--- src/rtl/ctrl_pipe.sv ---
// Control pipeline: carries the ID-stage control bundle through EX, MEM and WB,
// resolves destination registers and inserts bubbles on load-use stalls or flushes.
module ctrl_pipe #(
  parameter int CNT_W = 16
) (
  input  logic             clk_i,
  input  logic             rst_i,
  input  logic [7:0]       ID_EX_i,
  input  logic [4:0]       ID_rs_i,
  input  logic [4:0]       ID_rt_i,
  input  logic [4:0]       ID_rd_i,
  input  logic             flush_i,
  output logic             stall_o,
  output logic             EX_ALUSrc_o,
  output logic [1:0]       EX_ALUOp_o,
  output logic             EX_RegDst_o,
  output logic [4:0]       EX_rs_o,
  output logic [4:0]       EX_rt_o,
  output logic             MEM_MemRead_o,
  output logic             MEM_MemWrite_o,
  output logic             MEM_RegWrite_o,
  output logic [4:0]       MEM_RegAddr_o,
  output logic             WB_RegWrite_o,
  output logic             WB_MemtoReg_o,
  output logic [4:0]       WB_RegAddr_o,
  output logic [CNT_W-1:0] stall_cnt_o
);

  logic [7:0]       ex_ctrl_reg;
  logic [4:0]       ex_rs_reg, ex_rt_reg, ex_rd_reg;
  logic             mem_regwrite_reg, mem_memtoreg_reg, mem_memread_reg, mem_memwrite_reg;
  logic [4:0]       mem_dst_reg;
  logic             wb_regwrite_reg, wb_memtoreg_reg;
  logic [4:0]       wb_dst_reg;
  logic [CNT_W-1:0] stall_cnt_reg, stall_cnt_next;

  logic             load_use;
  logic             bubble;
  logic [4:0]       mem_dst_next;

  always_comb begin
    // Conservative: any ID source field matching the load target stalls.
    load_use       = ex_ctrl_reg[5] & (ex_rt_reg != 5'd0) &
                     ((ex_rt_reg == ID_rs_i) | (ex_rt_reg == ID_rt_i));
    bubble         = load_use | flush_i;
    mem_dst_next   = ex_ctrl_reg[0] ? ex_rd_reg : ex_rt_reg;
    stall_cnt_next = stall_cnt_reg;
    if (load_use && (stall_cnt_reg != {CNT_W{1'b1}}))
      stall_cnt_next = stall_cnt_reg + CNT_W'(1);
  end

  always_ff @(posedge clk_i or negedge rst_i) begin
    if (!rst_i) begin
      ex_ctrl_reg <= 8'd0;
      ex_rs_reg   <= 5'd0;
      ex_rt_reg   <= 5'd0;
      ex_rd_reg   <= 5'd0;
    end else if (bubble) begin
      ex_ctrl_reg <= 8'd0;
      ex_rs_reg   <= 5'd0;
      ex_rt_reg   <= 5'd0;
      ex_rd_reg   <= 5'd0;
    end else begin
      ex_ctrl_reg <= ID_EX_i;
      ex_rs_reg   <= ID_rs_i;
      ex_rt_reg   <= ID_rt_i;
      ex_rd_reg   <= ID_rd_i;
    end
  end

  // MEM and WB never stall, so bubbles drain on their own.
  always_ff @(posedge clk_i or negedge rst_i) begin
    if (!rst_i) begin
      mem_regwrite_reg <= 1'b0;
      mem_memtoreg_reg <= 1'b0;
      mem_memread_reg  <= 1'b0;
      mem_memwrite_reg <= 1'b0;
      mem_dst_reg      <= 5'd0;
      wb_regwrite_reg  <= 1'b0;
      wb_memtoreg_reg  <= 1'b0;
      wb_dst_reg       <= 5'd0;
      stall_cnt_reg    <= '0;
    end else begin
      mem_regwrite_reg <= ex_ctrl_reg[7] & (mem_dst_next != 5'd0);
      mem_memtoreg_reg <= ex_ctrl_reg[6];
      mem_memread_reg  <= ex_ctrl_reg[5];
      mem_memwrite_reg <= ex_ctrl_reg[4];
      mem_dst_reg      <= mem_dst_next;
      wb_regwrite_reg  <= mem_regwrite_reg;
      wb_memtoreg_reg  <= mem_memtoreg_reg;
      wb_dst_reg       <= mem_dst_reg;
      stall_cnt_reg    <= stall_cnt_next;
    end
  end

  assign stall_o        = load_use;
  assign EX_ALUSrc_o    = ex_ctrl_reg[3];
  assign EX_ALUOp_o     = ex_ctrl_reg[2:1];
  assign EX_RegDst_o    = ex_ctrl_reg[0];
  assign EX_rs_o        = ex_rs_reg;
  assign EX_rt_o        = ex_rt_reg;
  assign MEM_MemRead_o  = mem_memread_reg;
  assign MEM_MemWrite_o = mem_memwrite_reg;
  assign MEM_RegWrite_o = mem_regwrite_reg;
  assign MEM_RegAddr_o  = mem_dst_reg;
  assign WB_RegWrite_o  = wb_regwrite_reg;
  assign WB_MemtoReg_o  = wb_memtoreg_reg;
  assign WB_RegAddr_o   = wb_dst_reg;
  assign stall_cnt_o    = stall_cnt_reg;

endmodule

--- config.mk ---
export PLATFORM = sky130hd
export DESIGN_NAME = ctrl_pipe
export DESIGN_NICKNAME = d
export VERILOG_FILES = /design/src/rtl/ctrl_pipe.sv
export SDC_FILE = /design/constraint.sdc
export NUM_CORES = 1
export LEC_CHECK = 0
export CAP_MARGIN = 20
export CORE_UTILIZATION = 28
export CTS_CLUSTER_DIAMETER = 80
export CTS_CLUSTER_SIZE = 14
export DETAILED_ROUTE_END_ITERATION = 8
export PLACE_DENSITY = 0.63
export SETUP_SLACK_MARGIN = 0.2
export SLEW_MARGIN = 25
export SYNTH_ARGS = -nofsm -noshare
export SYNTH_HDL_FRONTEND = slang
export SYNTH_SLANG_ARGS = --single-unit
--- constraint.sdc ---
create_clock -name clk_i -period 2.7 [get_ports clk_i]
set_input_delay 0.81 -clock clk_i [delete_from_list [all_inputs] [get_ports clk_i]]
set_output_delay 0.81 -clock clk_i [all_outputs]
set_load 0.05 [all_outputs]
==> results of run 1 <==
final cells by class:
class                   count  share of cell area (%)
well taps                  99                    3.79
inverters                   3                   0.345
flip-flops and latches     55                    42.2
repair buffers             81                    24.1
clock buffers               5                    2.11
multi-input cells         105                    25.9
clock inverters             3                    1.46
worst paths after layout:
path / start / to / slack [ns] / cells after the start
max: EX_rt_o[3] / stall_o / 0.15 / 5
min: mem_memtoreg_reg / WB_MemtoReg_o / 0.36 / 0
max reg2reg: EX_rt_o[3] / stall_cnt_o[1] / 0.71 / 7
min reg2reg: mem_memtoreg_reg / WB_MemtoReg_o / 0.36 / 0
max in group asynchronous: rst_i / EX_rt_o[4] / 1.64 / 2
min in group asynchronous: rst_i / WB_RegAddr_o[0] / 0.49 / 1
routing by layer:
layer / global-route usage (%) / part of all wire, %
met2: 19.7 / 52
met3: 3.20 / 5.6
met5: 0 / 0
met1: 13.4 / 42
met4: 3.23 / 0.87
power by group:
group          internal [µW]  switching [µW]
logic                    163             241
clock network            281             266
registers                871            34.7
total                   1310             542
cells in the final DEF, fill, tap and decap left out, drive strengths merged, types with 2 or more instances in the layout:
cell type       n
clkdlybuf4s50  57
dfrtp          55
and2           24
xnor2          23
buf            17
nand3          13
mux2            8
nand4           8
clkbuf          7
nor2            6
and3            5
nand2           5
inv             4
clkdlybuf4s15   3
nand2b          2
nor4            2
nand4b          2
dlymetal6s2s    2
cells in the mapped netlist:
cell      number
dfrtp_1       55
and2_1        24
xnor2_1       23
nand3_1       13
mux2_2         8
nand4_1        8
and3_1         5
nand2_1        5
nor2_1         5
buf_4          2
buf_6          2
inv_1          2
nand2b_1       2
nand4b_1       2
nor4_1         2
a21boi_0       1
a21oi_4        1
buf_2          1
ha_1           1
inv_2          1
nor2_2         1
nor3_1         1
o21ai_4        1
o22ai_2        1
or4_4          1
per-stage QoR:
stage	power [µW]	cell area (µm²)	utilization, %
2_1_floorplan	1160	2260	-
3_3_place_gp	1320	3120	42.1
3_5_place_dp	1330	3120	42.1
4_1_cts	1890	3250	43.8
5_1_grt	1940	3260	44.1
6_report	1860	3260	44.1
kinds of logic (layout without fill, tap and decap cells):
kind of cell,count (synthesis),count (layout),synth area share [%]
xor gates and xnor gates,23,23,9.22
and+or+nand+nor,69,69,18.3
adders and majority gates,1,1,0.572
buffers and inverters,8,92,2.46
muxes,8,8,4.12
DFF,55,55,63.0
AOI/OAI and AO/OA,4,4,2.40
what timing repair did:
action | 4_1_cts | 5_1_grt
setup buffers | 3 | 1
pin swaps | 18 | 8
endpoints found under the setup margin | 1 | 4
cloned | 0 | 0
gates resized for setup | 35 | 7
==> flow_summary.json, run 1 <==
{
  "status": "complete, no violations",
  "htree_levels": 2,
  "dp.cells": 339,
  "rsz0062_at_grt": "true",
  "die_w_um": 90.4,
  "grt_use_total_pct": 11.2,
  "syn_inst": 168,
  "ioPinCount": 72,
  "pre_cts_ws_ns": -0.219,
  "largest_reg_flops": 16,
  "slew_headroom_pct": 62.4,
  "path_class": "flip-flop to output pin",
  "cts-root-buf": "clkbuf_8",
  "die-area_um2": 8160,
  "multiInputGateArea_um2": 846,
  "synth-seq-cells": 55,
  "syn-num-nets": 195,
  "syn-cell-area_um2": 2190,
  "setup_viol": 0,
  "drt_iter0_drc": 67,
  "yosysSeqAreaShare_pct": 63.0,
  "drive_gt1_share_pct": 23.0,
  "hold_viol": 0,
  "wl_mm": 4.36,
  "cpMaxStageDelayCell": "or4_4",
  "numCtsBuffers": 5,
  "worstPathMaxFanout": 2,
  "synth_top_area_share_pct": 63.0,
  "max_freq_ghz": 0.392,
  "crit_chain": "or4_4 > o21ai_4 > inv_2 > and2_4 > buf_12",
  "power_density_nw_per_um2": 569,
  "dp_hpwl_mm": 3.34,
  "timing.final.max_slew_violations": 0,
  "gp_congestion": 0.792,
  "drv_cap": 0,
  "avgViaCountPerCell": 4.25,
  "synth_area_leader_cell": "dfrtp_1",
  "p_leak_uw": 0.00143,
  "final_cells": 351,
  "worst_hold_slack_ns": 0.356,
  "grt_first_pass_wirelength_mm": 7.24,
  "clk_pin_slew_ns": 0.09,
  "numPortBuffers": 71,
  "tightest_slew_ns": 0.564,
  "hp-class": "flip-flop to flip-flop",
  "chipHeight_um": 90.4,
  "drtPass1Iterations": 4,
  "fin_ws_ns": 0.150,
  "ys_types": 25,
  "ir_drop_v": 0.000232,
  "setup_tns_ns": 0,
  "cts_buffer_depth": 2,
  "critPathLaunchType": "flip-flop",
  "cp-end-kind": "output pin",
  "clock_skew_ns": 0.00760,
  "fillers": 710,
  "wl_per_cell_um": 12.4,
  "synthTopCellsByArea": "dfrtp_1 (63%), xnor2_1 (9.2%), and2_1 (6.9%), mux2_2 (4.1%), nand3_1 (3.0%)",
  "min_period_ns": 2.55,
  "gr-total-overflow": 0,
  "vias": 1492,
  "diodes": 0,
  "cts_sinks": 55,
  "cts_tree": "yes",
  "drt_drc_violations_left": 0,
  "grt_antenna_before_repair": 0,
  "grt_pass1_vias": 1485,
  "nNetsFinal": 278,
  "insertion_delay_ns": 0.30,
  "avgSynthCellArea_um2": 13.0,
  "cpPeakStageDelay_ns": 0.54,
  "core-area_um2": 7410,
  "ant_nets": 0,
  "layout_worst_path_cycle_share_pct": 94.4,
  "worstPathRequired_ns": 1.89,
  "worst_ep_arrival_time_ns": 1.74,
  "postCtsHoldBufs": 0,
  "placementRows": 31,
  "regArea_um2": 1380,
  "cp.buffers_inverters": 2,
  "initial_utilization_pct": 29.5,
  "syn_to_final_growth_pct": 49.3,
  "crit_family": "simple AND/OR/NAND/NOR gates",
  "grt_max_degree": 32,
  "yosysWarningCount": 0
}
(Power assumes the default switching activity.)
==> inputs of run 2 (changes only) <==
--- a/config.mk
+++ b/config.mk
@@ -6,10 +6,12 @@
 export NUM_CORES = 1
 export LEC_CHECK = 0
 export CAP_MARGIN = 20
+export CORE_ASPECT_RATIO = 0.8
 export CORE_UTILIZATION = 28
 export CTS_CLUSTER_DIAMETER = 80
 export CTS_CLUSTER_SIZE = 14
 export DETAILED_ROUTE_END_ITERATION = 8
+export GPL_TIMING_DRIVEN = 0
 export PLACE_DENSITY = 0.63
 export SETUP_SLACK_MARGIN = 0.2
 export SLEW_MARGIN = 25
==> run 2 against run 1 <==
Global-route usage grew 1.6 points. Hold slack better by 0.0019 ns. Critical endpoint unchanged. Highest routed layer unchanged. Total power is 3.0% lower. Final cell count up 5.4%. Largest power group unchanged.
==> flow_summary.json, run 2 (synthesis results as in run 1) <==
{
  "status": "complete, no violations",
  "nNetsFinal": 291,
  "drv_cap": 0,
  "grt_pass1_vias": 1518,
  "drive_gt1_share_pct": 31.7,
  "largest_reg_flops": 16,
  "mostFrequentLayoutCells": "clkdlybuf4s50_1 (54), dfrtp_1 (51), xnor2_1 (15), buf_6 (14)",
  "r2r-end": "ex_ctrl_reg[5]",
  "cts_buffer_depth": 2,
  "regToRegSetupSlack_ns": 0.14,
  "cpPeakStageDelay_ns": 0.56,
  "tightest_slew_ns": 0.534,
  "die_w_um": 101,
  "vias": 1579,
  "p_leak_uw": 0.00154,
  "ant_nets": 0,
  "wl_mm": 5.05,
  "ir_drop_v": 0.000209,
  "diodes": 0,
  "placementRows": 28,
  "worstHoldEndpoint": "mem_memtoreg_reg",
  "ioPinCount": 72,
  "grt_first_pass_wirelength_mm": 7.65,
  "final_common_cell": "clkdlybuf4s50_1",
  "path_class": "flip-flop to output pin",
  "cts-root-buf": "clkbuf_8",
  "grt_use_total_pct": 12.8,
  "worst_ep_arrival_time_ns": 1.79,
  "core-area_um2": 7460,
  "clk_pin_slew_ns": 0.10,
  "avgViaCountPerCell": 4.27,
  "critPathLaunchType": "flip-flop",
  "htree_levels": 2,
  "worstPathRequired_ns": 1.89,
  "crit_chain": "or4_4 > o21ai_4 > inv_2 > and2_4 > buf_8",
  "drtPass1Iterations": 4,
  "min-delay-start": "ex_ctrl_reg[6]",
  "hold_viol": 0,
  "grt_antenna_before_repair": 0,
  "dp_hpwl_mm": 3.59,
  "fin_total_pwr_uw": 1800,
  "fillers": 717,
  "setup_tns_ns": 0,
  "layout_worst_path_cycle_share_pct": 96.1,
  "reg2reg_depth": 13,
  "cpMaxStageDelayCell": "or4_4",
  "hold_path_depth": 0,
  "cts_tree": "yes",
  "rsz0062_at_grt": "true",
  "syn_to_final_growth_pct": 55.2,
  "die-area_um2": 8170,
  "insertion_delay_ns": 0.30,
  "max_freq_ghz": 0.385,
  "power_density_nw_per_um2": 531,
  "hp-class": "flip-flop to flip-flop",
  "cts_sinks": 55,
  "chipHeight_um": 81.0,
  "gp_congestion": 0.782,
  "drt_iter0_drc": 36,
  "cp-end-kind": "output pin",
  "numPortBuffers": 71,
  "timing.final.max_slew_violations": 0,
  "drt_drc_violations_left": 0,
  "clock_skew_ns": 0.00717,
  "worst_hold_slack_ns": 0.358,
  "worstReg2RegStart": "EX_rt_o[1]",
  "numCtsBuffers": 5,
  "grt_max_degree": 35,
  "slew_headroom_pct": 64.3,
  "min_period_ns": 2.60,
  "initial_utilization_pct": 29.3,
  "setup_viol": 0,
  "wl_per_cell_um": 13.7,
  "worstPathMaxFanout": 2,
  "gr-total-overflow": 0
}
==> run 2: changes by cell type in the layout (fill, tap and decap cells not counted), moves of 3 or more <==
cell,before,now
buf_6,0,14
buf_2,6,9
and2_1,23,12
clkdlybuf4s50_1,57,54
and2_4,1,12
==> run 2: area by class of cell <==
cell class | instances | area [µm²] | share of cell area (%)
tap | 105 | 131 | 3.87
clock buffer | 5 | 68.8 | 2.03
sequential | 55 | 1380 | 40.7
clock inverter | 3 | 22.5 | 0.664
buffer | 5 | 48.8 | 1.44
multi-input combinational | 105 | 866 | 25.5
inverter | 3 | 11.3 | 0.332
timing repair buffer | 89 | 863 | 25.4
==> run 2: timing repair <==
action,4_1_cts,5_1_grt
hold endpoints to repair,0,0
resized for setup,58,27
endpoints found under the setup margin,4,28
pin swaps,18,16
cloned,0,2
setup buffers,14,1
hold buffers,0,0
==> run 2: worst max path at each step <==
stage,slack (ns),start,cells after the start,to
global placement,-1.18,ID_rs_i[4],7,stall_o
CTS,0.09,EX_rt_o[3],5,stall_o
finish,0.10,EX_rt_o[1],5,stall_o
detailed placement,-1.18,ID_rs_i[2],7,stall_o
floorplan,0.19,ID_rt_i[4],5,stall_o
global route,0.04,EX_rt_o[1],5,stall_o
==> run 2: critical path, delay by kind of cell (launching register included) <==
kind / cells / cell delay, ns
buffers and inverters: 2 / 0.20
AOI/OAI and AO/OA: 1 / 0.16
and+or+nand+nor: 2 / 0.70
DFF: 1 / 0.43
==> run 2: stage by stage <==
step	area, µm²	setup WS (ns)	std cells	utilization, %
after floorplan	2260	0.193	168	-
after global placement	3100	-1.18	344	41.5
after detailed placement	3120	-1.18	345	41.8
after CTS	3300	0.0884	367	44.2
after global routing	3390	0.0412	370	45.5
final	3390	0.104	370	45.5
==> run 2: metal layers <==
| metal | global-route usage [%] | share of wire [%] |
|---|---|---|
| met4 | 4.78 | 1.1 |
| met3 | 3.01 | 4.2 |
| met5 | 0 | 0 |
| met2 | 20.3 | 48 |
| met1 | 17.2 | 46 |
==> run 2: power breakdown <==
part / switching (µW) / internal, µW
sequential: 35.5 / 871
combinational: 253 / 186
clock: 270 / 186
